--- config.mk ---
export PLATFORM = sky130hd
export DESIGN_NAME = mem_arbiter
export DESIGN_NICKNAME = d
export VERILOG_FILES = /design/src/rtl/mem_arb_pkg.sv /design/src/rtl/mem_arb_timer.sv /design/src/rtl/mem_arbiter.sv
export SDC_FILE = /design/constraint.sdc
export NUM_CORES = 1
export LEC_CHECK = 0
export ABC_CLOCK_PERIOD_IN_PS = 6400
export CAP_MARGIN = 5
export CORE_MARGIN = 4
export CORE_UTILIZATION = 40
export CTS_CLUSTER_SIZE = 14
export DETAILED_ROUTE_END_ITERATION = 16
export HOLD_SLACK_MARGIN = 0.1
export PLACE_DENSITY = 0.84
export SETUP_SLACK_MARGIN = 0.2
export SYNTH_ARGS = -nofsm -noshare
export SYNTH_HDL_FRONTEND = slang
export SYNTH_SLANG_ARGS = --single-unit
--- constraint.sdc ---
create_clock -name clock -period 6.4 [get_ports clock]
set_input_delay 1.28 -clock clock [delete_from_list [all_inputs] [get_ports clock]]
set_output_delay 1.28 -clock clock [all_outputs]
set_load 0.005 [all_outputs]
--- src/rtl/mem_arb_pkg.sv ---
// -----------------------------------------------------------------------------
// mem_arb_pkg
// Shared definitions for the instruction/data memory arbiter:
//   - arb_state_e : FSM state encoding (IDLE, I_BUSY, D_BUSY, RESP)
//   - SIZE_BYTE / SIZE_HALF / SIZE_WORD : access size codes on d_size/mem_size
//   - TIMEOUT_CYCLES_DEFAULT : default BUSY wait limit for the timeout build
//   - mem_cmd_t : the request latched when a requester is granted
// -----------------------------------------------------------------------------
package mem_arb_pkg;

  typedef enum logic [1:0] {
    IDLE   = 2'd0,
    I_BUSY = 2'd1,
    D_BUSY = 2'd2,
    RESP   = 2'd3
  } arb_state_e;

  localparam logic [1:0] SIZE_BYTE = 2'b00;
  localparam logic [1:0] SIZE_HALF = 2'b01;
  localparam logic [1:0] SIZE_WORD = 2'b10;

  localparam int unsigned TIMEOUT_CYCLES_DEFAULT = 16;

  typedef struct packed {
    logic        we;
    logic [31:0] addr;
    logic [31:0] wdata;
    logic [1:0]  size;
  } mem_cmd_t;

endpackage

--- src/rtl/mem_arb_timer.sv ---
// -----------------------------------------------------------------------------
// mem_arb_timer
// Counts BUSY cycles that pass without a memory acknowledge.
// Ports:
//   clock   : clock, rising-edge
//   reset   : asynchronous active-high reset, count -> 0
//   clear   : synchronous clear (held while the arbiter is not BUSY)
//   enable  : count one more BUSY cycle without ack
//   expired : count has reached TIMEOUT_CYCLES-1, i.e. this is the last
//             BUSY cycle the arbiter is allowed to wait
// Only instantiated when MEM_ARB_TIMEOUT_EN is defined.
// -----------------------------------------------------------------------------
module mem_arb_timer
  import mem_arb_pkg::*;
#(
  parameter int unsigned TIMEOUT_CYCLES = TIMEOUT_CYCLES_DEFAULT
) (
  input  logic clock,
  input  logic reset,
  input  logic clear,
  input  logic enable,
  output logic expired
);

  // Largest value ever held is TIMEOUT_CYCLES-1.
  localparam int unsigned CNT_W = (TIMEOUT_CYCLES > 1) ? $clog2(TIMEOUT_CYCLES) : 1;

  logic [CNT_W-1:0] count_q;
  logic [CNT_W-1:0] count_d;

  assign expired = (count_q == CNT_W'(TIMEOUT_CYCLES - 1));

  always_comb begin
    count_d = count_q;
    if (clear) begin
      count_d = '0;
    end else if (enable && !expired) begin
      count_d = count_q + CNT_W'(1);
    end
  end

  always_ff @(posedge clock or posedge reset) begin
    if (reset) begin
      count_q <= '0;
    end else begin
      count_q <= count_d;
    end
  end

endmodule

--- src/rtl/mem_arbiter.sv ---
// -----------------------------------------------------------------------------
// mem_arbiter
// Arbitrates one shared memory port between an instruction-fetch requester
// and a data (load/store) requester. Data has fixed priority. Requests are
// sampled only in IDLE; the winner's command is latched and presented on
// mem_* until mem_ack, then the granted side gets a one-cycle ready pulse
// (RESP state) and the FSM returns to IDLE.
//
// Parameters:
//   TIMEOUT_CYCLES : max BUSY cycles to wait for mem_ack (timeout build only)
// Build option:
//   MEM_ARB_TIMEOUT_EN : when defined, a BUSY access with no ack after
//                        TIMEOUT_CYCLES cycles is aborted with ready+err and
//                        rdata forced to 0. When undefined, BUSY waits forever
//                        and err is constant 0.
// Ports:
//   clock, reset                  : clock and asynchronous active-high reset
//   if_req/if_addr                : fetch request in
//   if_rdata/if_ready             : fetch data and completion pulse out
//   d_req/d_we/d_addr/d_wdata/d_size : data request in
//   d_rdata/d_ready               : load data and completion pulse out
//   mem_req/mem_we/mem_addr/mem_wdata/mem_size : memory command out
//   mem_rdata/mem_ack             : memory response in
//   stall_if, stall_mem           : combinational stall indications
//   err                           : timeout pulse, aligned with ready
// -----------------------------------------------------------------------------
module mem_arbiter
  import mem_arb_pkg::*;
#(
  parameter int unsigned TIMEOUT_CYCLES = TIMEOUT_CYCLES_DEFAULT
) (
  input  logic        clock,
  input  logic        reset,
  // instruction fetch side
  input  logic        if_req,
  input  logic [31:0] if_addr,
  output logic [31:0] if_rdata,
  output logic        if_ready,
  // data side
  input  logic        d_req,
  input  logic        d_we,
  input  logic [31:0] d_addr,
  input  logic [31:0] d_wdata,
  input  logic [1:0]  d_size,
  output logic [31:0] d_rdata,
  output logic        d_ready,
  // shared memory port
  output logic        mem_req,
  output logic        mem_we,
  output logic [31:0] mem_addr,
  output logic [31:0] mem_wdata,
  output logic [1:0]  mem_size,
  input  logic [31:0] mem_rdata,
  input  logic        mem_ack,
  // status
  output logic        stall_if,
  output logic        stall_mem,
  output logic        err
);

  arb_state_e  state_q, state_d;
  mem_cmd_t    cmd_q, cmd_d;
  logic [31:0] if_rdata_q, if_rdata_d;
  logic [31:0] d_rdata_q, d_rdata_d;
  logic        if_ready_q, if_ready_d;
  logic        d_ready_q, d_ready_d;

  logic busy;
  logic timeout_hit;

  assign busy = (state_q == I_BUSY) || (state_q == D_BUSY);

`ifdef MEM_ARB_TIMEOUT_EN
  logic timer_expired;
  logic err_q;

  // Held clear outside BUSY so every BUSY entry starts from zero.
  mem_arb_timer #(
    .TIMEOUT_CYCLES(TIMEOUT_CYCLES)
  ) u_timer (
    .clock   (clock),
    .reset   (reset),
    .clear   (~busy),
    .enable  (busy & ~mem_ack),
    .expired (timer_expired)
  );

  // A real ack in the final allowed cycle still wins over the timeout.
  assign timeout_hit = busy & ~mem_ack & timer_expired;

  always_ff @(posedge clock or posedge reset) begin
    if (reset) begin
      err_q <= 1'b0;
    end else begin
      err_q <= timeout_hit;
    end
  end

  assign err = err_q;
`else
  // The wait limit has no meaning without the timeout build.
  logic unused_timeout_cfg;
  assign unused_timeout_cfg = ^TIMEOUT_CYCLES;
  assign timeout_hit        = 1'b0;
  assign err                = 1'b0;
`endif

  // Next-state and next-output logic.
  always_comb begin
    state_d    = state_q;
    cmd_d      = cmd_q;
    if_rdata_d = if_rdata_q;
    d_rdata_d  = d_rdata_q;
    if_ready_d = 1'b0;
    d_ready_d  = 1'b0;

    case (state_q)
      IDLE: begin
        if (d_req) begin
          cmd_d.we    = d_we;
          cmd_d.addr  = d_addr;
          cmd_d.wdata = d_wdata;
          cmd_d.size  = d_size;
          state_d     = D_BUSY;
        end else if (if_req) begin
          cmd_d.we    = 1'b0;
          cmd_d.addr  = if_addr;
          cmd_d.wdata = '0;
          cmd_d.size  = SIZE_WORD;
          state_d     = I_BUSY;
        end
      end

      I_BUSY: begin
        if (mem_ack) begin
          if_rdata_d = mem_rdata;
          if_ready_d = 1'b1;
          state_d    = RESP;
        end else if (timeout_hit) begin
          if_rdata_d = '0;
          if_ready_d = 1'b1;
          state_d    = RESP;
        end
      end

      D_BUSY: begin
        if (mem_ack) begin
          // Stores complete without touching the load data register.
          if (!cmd_q.we) begin
            d_rdata_d = mem_rdata;
          end
          d_ready_d = 1'b1;
          state_d   = RESP;
        end else if (timeout_hit) begin
          d_rdata_d = '0;
          d_ready_d = 1'b1;
          state_d   = RESP;
        end
      end

      RESP: begin
        state_d = IDLE;
      end

      default: begin
        state_d = IDLE;
      end
    endcase
  end

  always_ff @(posedge clock or posedge reset) begin
    if (reset) begin
      state_q    <= IDLE;
      cmd_q      <= '0;
      if_rdata_q <= '0;
      d_rdata_q  <= '0;
      if_ready_q <= 1'b0;
      d_ready_q  <= 1'b0;
    end else begin
      state_q    <= state_d;
      cmd_q      <= cmd_d;
      if_rdata_q <= if_rdata_d;
      d_rdata_q  <= d_rdata_d;
      if_ready_q <= if_ready_d;
      d_ready_q  <= d_ready_d;
    end
  end

  // Memory command is decoded straight from state and latched command so
  // that an asynchronous reset removes mem_req without waiting for a clock.
  assign mem_req   = busy;
  assign mem_we    = busy & cmd_q.we;
  assign mem_addr  = busy ? cmd_q.addr  : '0;
  assign mem_wdata = busy ? cmd_q.wdata : '0;
  assign mem_size  = busy ? cmd_q.size  : '0;

  assign if_rdata  = if_rdata_q;
  assign d_rdata   = d_rdata_q;
  assign if_ready  = if_ready_q;
  assign d_ready   = d_ready_q;

  assign stall_if  = if_req & ~if_ready_q;
  assign stall_mem = d_req & ~d_ready_q;

endmodule

==> results_dict.tcl <==
set metrics [dict create \
    power_density_nw_per_um2 498.5 \
    worstHoldPathCells 2 \
    grt_pass1_vias 4886 \
    timing.fmax_mhz 254.0 \
    synthesis.area_um2 5909 \
    power_leakage_uw 0.004129 \
    reg2reg_to "d_rdata[29]" \
    synth.avg_cell_area_um2 12.96 \
    grt_pass1_wl_mm 25.19 \
    yosysTopAreaCell "dfrtp_1" \
    hpwl_mm 11.57 \
    core-area_um2 14480 \
    remaining_drc_errors 0 \
    cts_hold_buf 0 \
    peakVddDrop_mv 0.2558 \
    grt_usage_pct 19.09 \
    synth-seq-area-share_pct 57.17 \
    fillCellCount 1063 \
    cts_tree "built" \
    rows 44 \
    clock_latency_ns 0.41 \
    finalHoldViolCount 0 \
    period_share_pct 61.52 \
    fin_skew_ns 0.005976 \
    reg2reg_depth 5 \
    worstSetupEndpointType "output port" \
    rsz0062_at_grt "false" \
    crit_type "flip-flop to output port" \
    hold_end "cmd_q[36]" \
    clockBufferDepth 2 \
    grt_start_max_net_pins 90 \
    cts_buffers 17 \
    reg2reg_slack_ns 4.21 \
    start_util_pct 40.81 \
    fin_util_pct 63.75 \
    io_buffers 271 \
    finalNonFillerCells 913 \
    status "complete, no violations" \
    hold_slack_ns 0.4705 \
    root_buffer "clkbuf_16" \
    synth_cells 456 \
    syn2layout_area_growth_pct 56.19 \
    cts.repair.resized 0 \
    finalSetupViolCount 0 \
    overflow 0 \
    vias 4491 \
    die-height_um 129.5 \
    drt_wl_total_mm 16.09 \
    max-cap-violations 0 \
    cp-start-kind "flip-flop" \
    dieWidth_um 129.5 \
    drtIter0Drc 119 \
    finalSetupTns_ns 0 \
    final_layout_size_suffix_gt1_share_pct 13.85 \
    num_io_pins 273 \
    hold_start "cmd_q[36]" \
    slew_headroom_pct 16.38 \
    wl_per_cell_um 17.63 \
    dieArea_um2 16780 \
    antennaDiodeCount 0 \
    yosys_warnings 0 \
    ant_nets 0 \
    worst-path-max-fanout 71 \
    path_clk_slew_ns 0.06 \
    antenna_found_initial 0 \
    synth-seq-cells 135 \
    gp_congestion 0.7724 \
    required_ns 5.12 \
    worst_pin_slew_ns 1.254 \
    cts.sinks 135 \
    post-cts-setup-buffers 0 \
    yosys-top-cells-area "dfrtp_1 (57%), mux2_4 (7.6%), and2_1 (7.2%)" \
    design_area_um2 9230 \
    drv_slew 0 \
    final_nets 857 \
    vias_per_cell 4.919 \
    htreeDepth 4 \
    critPathArrivalTime_ns 2.66 \
    drt-pass1-iter-count 4 \
    netlist.area_leader.share_pct 57.17 \
    dpl.cell_count 882 \
    min_path_type "flip-flop to flip-flop" \
    min_period_ns 3.937 \
    syn_nets 596 \
    ys_types 22 \
    placed_cell_area_um2 8697 \
    r2r-start "state_q[0]" \
]
-- cell usage after synthesis, drive strengths merged --
| library cell | n |
|---|---|
| dfrtp | 135 |
| nand2b | 1 |
| o21ai | 34 |
| nor2 | 1 |
| nor2b | 3 |
| buf | 19 |
| and2 | 69 |
| conb | 1 |
| mux2 | 64 |
| a22oi | 1 |
| inv | 6 |
| mux2i | 35 |
| nand2 | 34 |
| ha | 4 |
| a22o | 34 |
| a21oi | 1 |
| clkbuf | 14 |
-- cell usage in the layout, fill, tap and decap left out --
cell             netlist  routed
o21ai_4                0       1
bufinv_16              0       1
and2_2                 1       1
clkdlybuf4s50_1        0     270
mux2_2                34      34
conb_1                 1       1
ha_1                   4       3
inv_1                  6       5
dfrtp_1              135     135
and2_1                68      68
o21ai_0               33      33
a22o_1                34      34
inv_6                  0       1
nand2b_2               0       1
buf_2                  5       1
a22oi_1                1       1
buf_4                 10       4
mux2i_1               35      35
mux2_4                30      30
clkbuf_8               0       1
a21oi_1                1       1
clkinv_2               0       5
nor2b_1                3       3
nor2_1                 1       1
ha_2                   0       1
clkinv_4               0       1
clkinvlp_4             0       2
clkbuf_16              0      17
nand2_1               34      34
clkbuf_1              14       4
-- worst max-delay path, cell delays in order (launching register included) --
cell and delay, ns:
dfrtp_1 0.35, inv_1 0.09, ha_2 1.00, and2_1 0.24, clkdlybuf4s50_1 0.54
-- worst max path at each step --
stage,from,to,slack [ns],cells past startpoint
detailed placement,d_req,stall_mem,2.48,4
finish,state_q[0],mem_addr[0],2.46,4
floorplan,reset,cmd_q[0],1.51,1
global route,state_q[0],mem_addr[26],2.27,4
CTS,state_q[0],mem_size[1],2.44,4
global placement,d_req,stall_mem,2.50,4
-- final cells by class --
class	instances	area [um^2]	share of cell area, %
clock inverters	9	78.83	0.8540
repair buffers	275	2738	29.66
flip-flops and latches	135	3378	36.60
inverters	6	27.53	0.2982
multi-input cells	282	2323	25.17
well taps	184	230.2	2.494
clock buffers	22	454.2	4.921
-- logic make-up after synthesis --
group,count (synthesis),share of synthesized area [%]
flip-flops,135,57.17
multiplexers,99,20.03
AO/OA/AOI/OAI,70,8.194
adder cells (fa/ha/maj),4,0.8470
AND/OR/NAND/NOR,108,9.973
other,1,0.06346
buffers and inverters,39,3.726
-- power by group --
part / switching (uW) / internal (uW)
sequential: 231 / 1290
combinational: 800 / 1400
clock: 341 / 539
total: 1370 / 3230
-- sequential cells by signal, indices dropped and copies added, names as in the netlist --
register and cells:
d_ready 1, if_rdata 32, cmd_q 67, d_rdata 32
if_ready 1, state_q 2
-- per-layer routing --
metal  routed length, um  vias up  global-route usage [%]
met4                 335        0                   6.785
met1                6472     2193                   23.44
met3                1197       22                   6.183
li1                    -     2089                       -
met5                   0        -                       0
met2                8086      187                   31.77
-- metrics by stage --
stage                     power [uW]  worst slack (ns)
after detailed placement        3739             2.479
final                           4601             2.463
after floorplan                 2489             1.509
after CTS                       4661             2.442
after global placement          3675             2.502
after global routing            4898             2.266
No activity file was read; power rests on OpenSTA's default activity.
==> patch, RTL diff (same flow settings) <==
`if_rdata_q` no longer has a reset.
--- a/src/rtl/mem_arbiter.sv
+++ b/src/rtl/mem_arbiter.sv
@@ -172,18 +172,20 @@
     if (reset) begin
       state_q    <= IDLE;
       cmd_q      <= '0;
-      if_rdata_q <= '0;
       d_rdata_q  <= '0;
       if_ready_q <= 1'b0;
       d_ready_q  <= 1'b0;
     end else begin
       state_q    <= state_d;
       cmd_q      <= cmd_d;
-      if_rdata_q <= if_rdata_d;
       d_rdata_q  <= d_rdata_d;
       if_ready_q <= if_ready_d;
       d_ready_q  <= d_ready_d;
     end
+  end
+
+  always_ff @(posedge clock) begin
+    if_rdata_q <= if_rdata_d;
   end
 
   // Memory command is decoded straight from state and latched command so
Function: differs if reset is asserted again (counterexample within 4 cycles, from zero or initial values and one cycle with reset high); with reset held inactive, the same outputs for 4 cycles.
==> patch against the unedited design <==
Power decreased by 6.4%. Synthesized cell count decreased by 7.9%. Wire length decreased by 3.4%. Clock skew increased by 6.3 ps. Area after synthesis decreased by 2.5%. Die area decreased by 2.3%. Sequential cell count unchanged. Setup slack got worse by 4.9 ps. Register-to-register slack improved by 70 ps. Sequential share of layout area increased by 2.4 points. Final area decreased by 1.7%. Critical path type is now in2out. Largest power group unchanged. Highest routed layer unchanged.
==> patch: results (changes against the unedited design) <==
* Final non-clock buffer share at 30.1% (+0.42 points)
* Bufs w/o clock at 274 (-0.36%)
* Worst R2R Setup Slack at 4280 ps (+70 ps)
* Min-Delay Endpoint: cmd_q[40]
* Post-synth net total at 560 (-6.0%)
* Max Clock Skew at 12.2 ps (+6.27 ps)
* Multi-input gates at 250 (-11%)
* Vias at 4274 (-4.8%)
* Placed instance count at 844 (-4.3%)
* Drt first-iter violations at 218 (+83%)
* Pleak at 3.92 nW (-5.0%)
* GR Util All Layers at 18.7% (-0.39 points)
* Nets at 823 (-4.0%)
* Status: finished, final reports clean
* FF+latch area at 3540 um^2 (+4.7%)
* Worst vdd ir at 274 uV (+7.2%)
* Area of the multi-input gates at 1970 um^2 (-15%)
* Vias in the first global route at 4514 (-7.6%)
* CP Max Fanout at 38 (-46%)
* First-pass GRT wire length at 23900 um (-5.1%)
* Yosys cell types at 26 (+18%)
* GP Congestion at 0.811 (+5.0%)
* HPWL Detailed at 11600 um (about the same)
* Gate power share at 43.8% (-4.1 points)
* Share of cells above drive strength 1 at 10.6% (-3.2 points)
* Seq group at 1.45 mW (-5%)
* Layout Utilization at 64.9% (+1.1 points)
* Synth async-reset ratio at 76.3% (-24 points)
* Crit path to: stall_mem
* Worst slew margin at 19.2% (+2.8 points)
* Largest net degree at the start of global routing at 72 (-20%)
## patch: cell count changes in the layout (fill, tap and decap cells not counted), moves of 2 or more
cell | before | now
clkbuf_1 | 4 | 0
clkinv_2 | 5 | 1
dfrtp_1 | 135 | 103
edfxtp_1 | 0 | 32
inv_6 | 1 | 5
inv_8 | 0 | 2
mux2_2 | 34 | 2
## patch: metal layers
metal	vias to the layer above	GRT usage [%]	share of wire (%)
met1	2070	22.8	40
met2	202	32.0	50
met4	0	6.30	1.8
li1	1986	-	-
met5	-	0	0
met3	16	5.21	8.0
## patch: kinds of logic (layout without fill, tap and decap cells)
group           Yosys count  count (layout)  synth area share (%)
other cells               1               1                0.0651
compound gates           70              70                  8.53
flops                   135             135                  61.4
mux                      67              67                  14.3
simple gates            108             108                  10.4
buf+inv                  35             311                  4.47
fa+ha+maj                 4               4                 0.868
## patch: worst max-delay path, cell delays in order
cell	delay [ps]
buf_2	80
buf_4	500
nor2b_1	250
clkdlybuf4s50_1	530
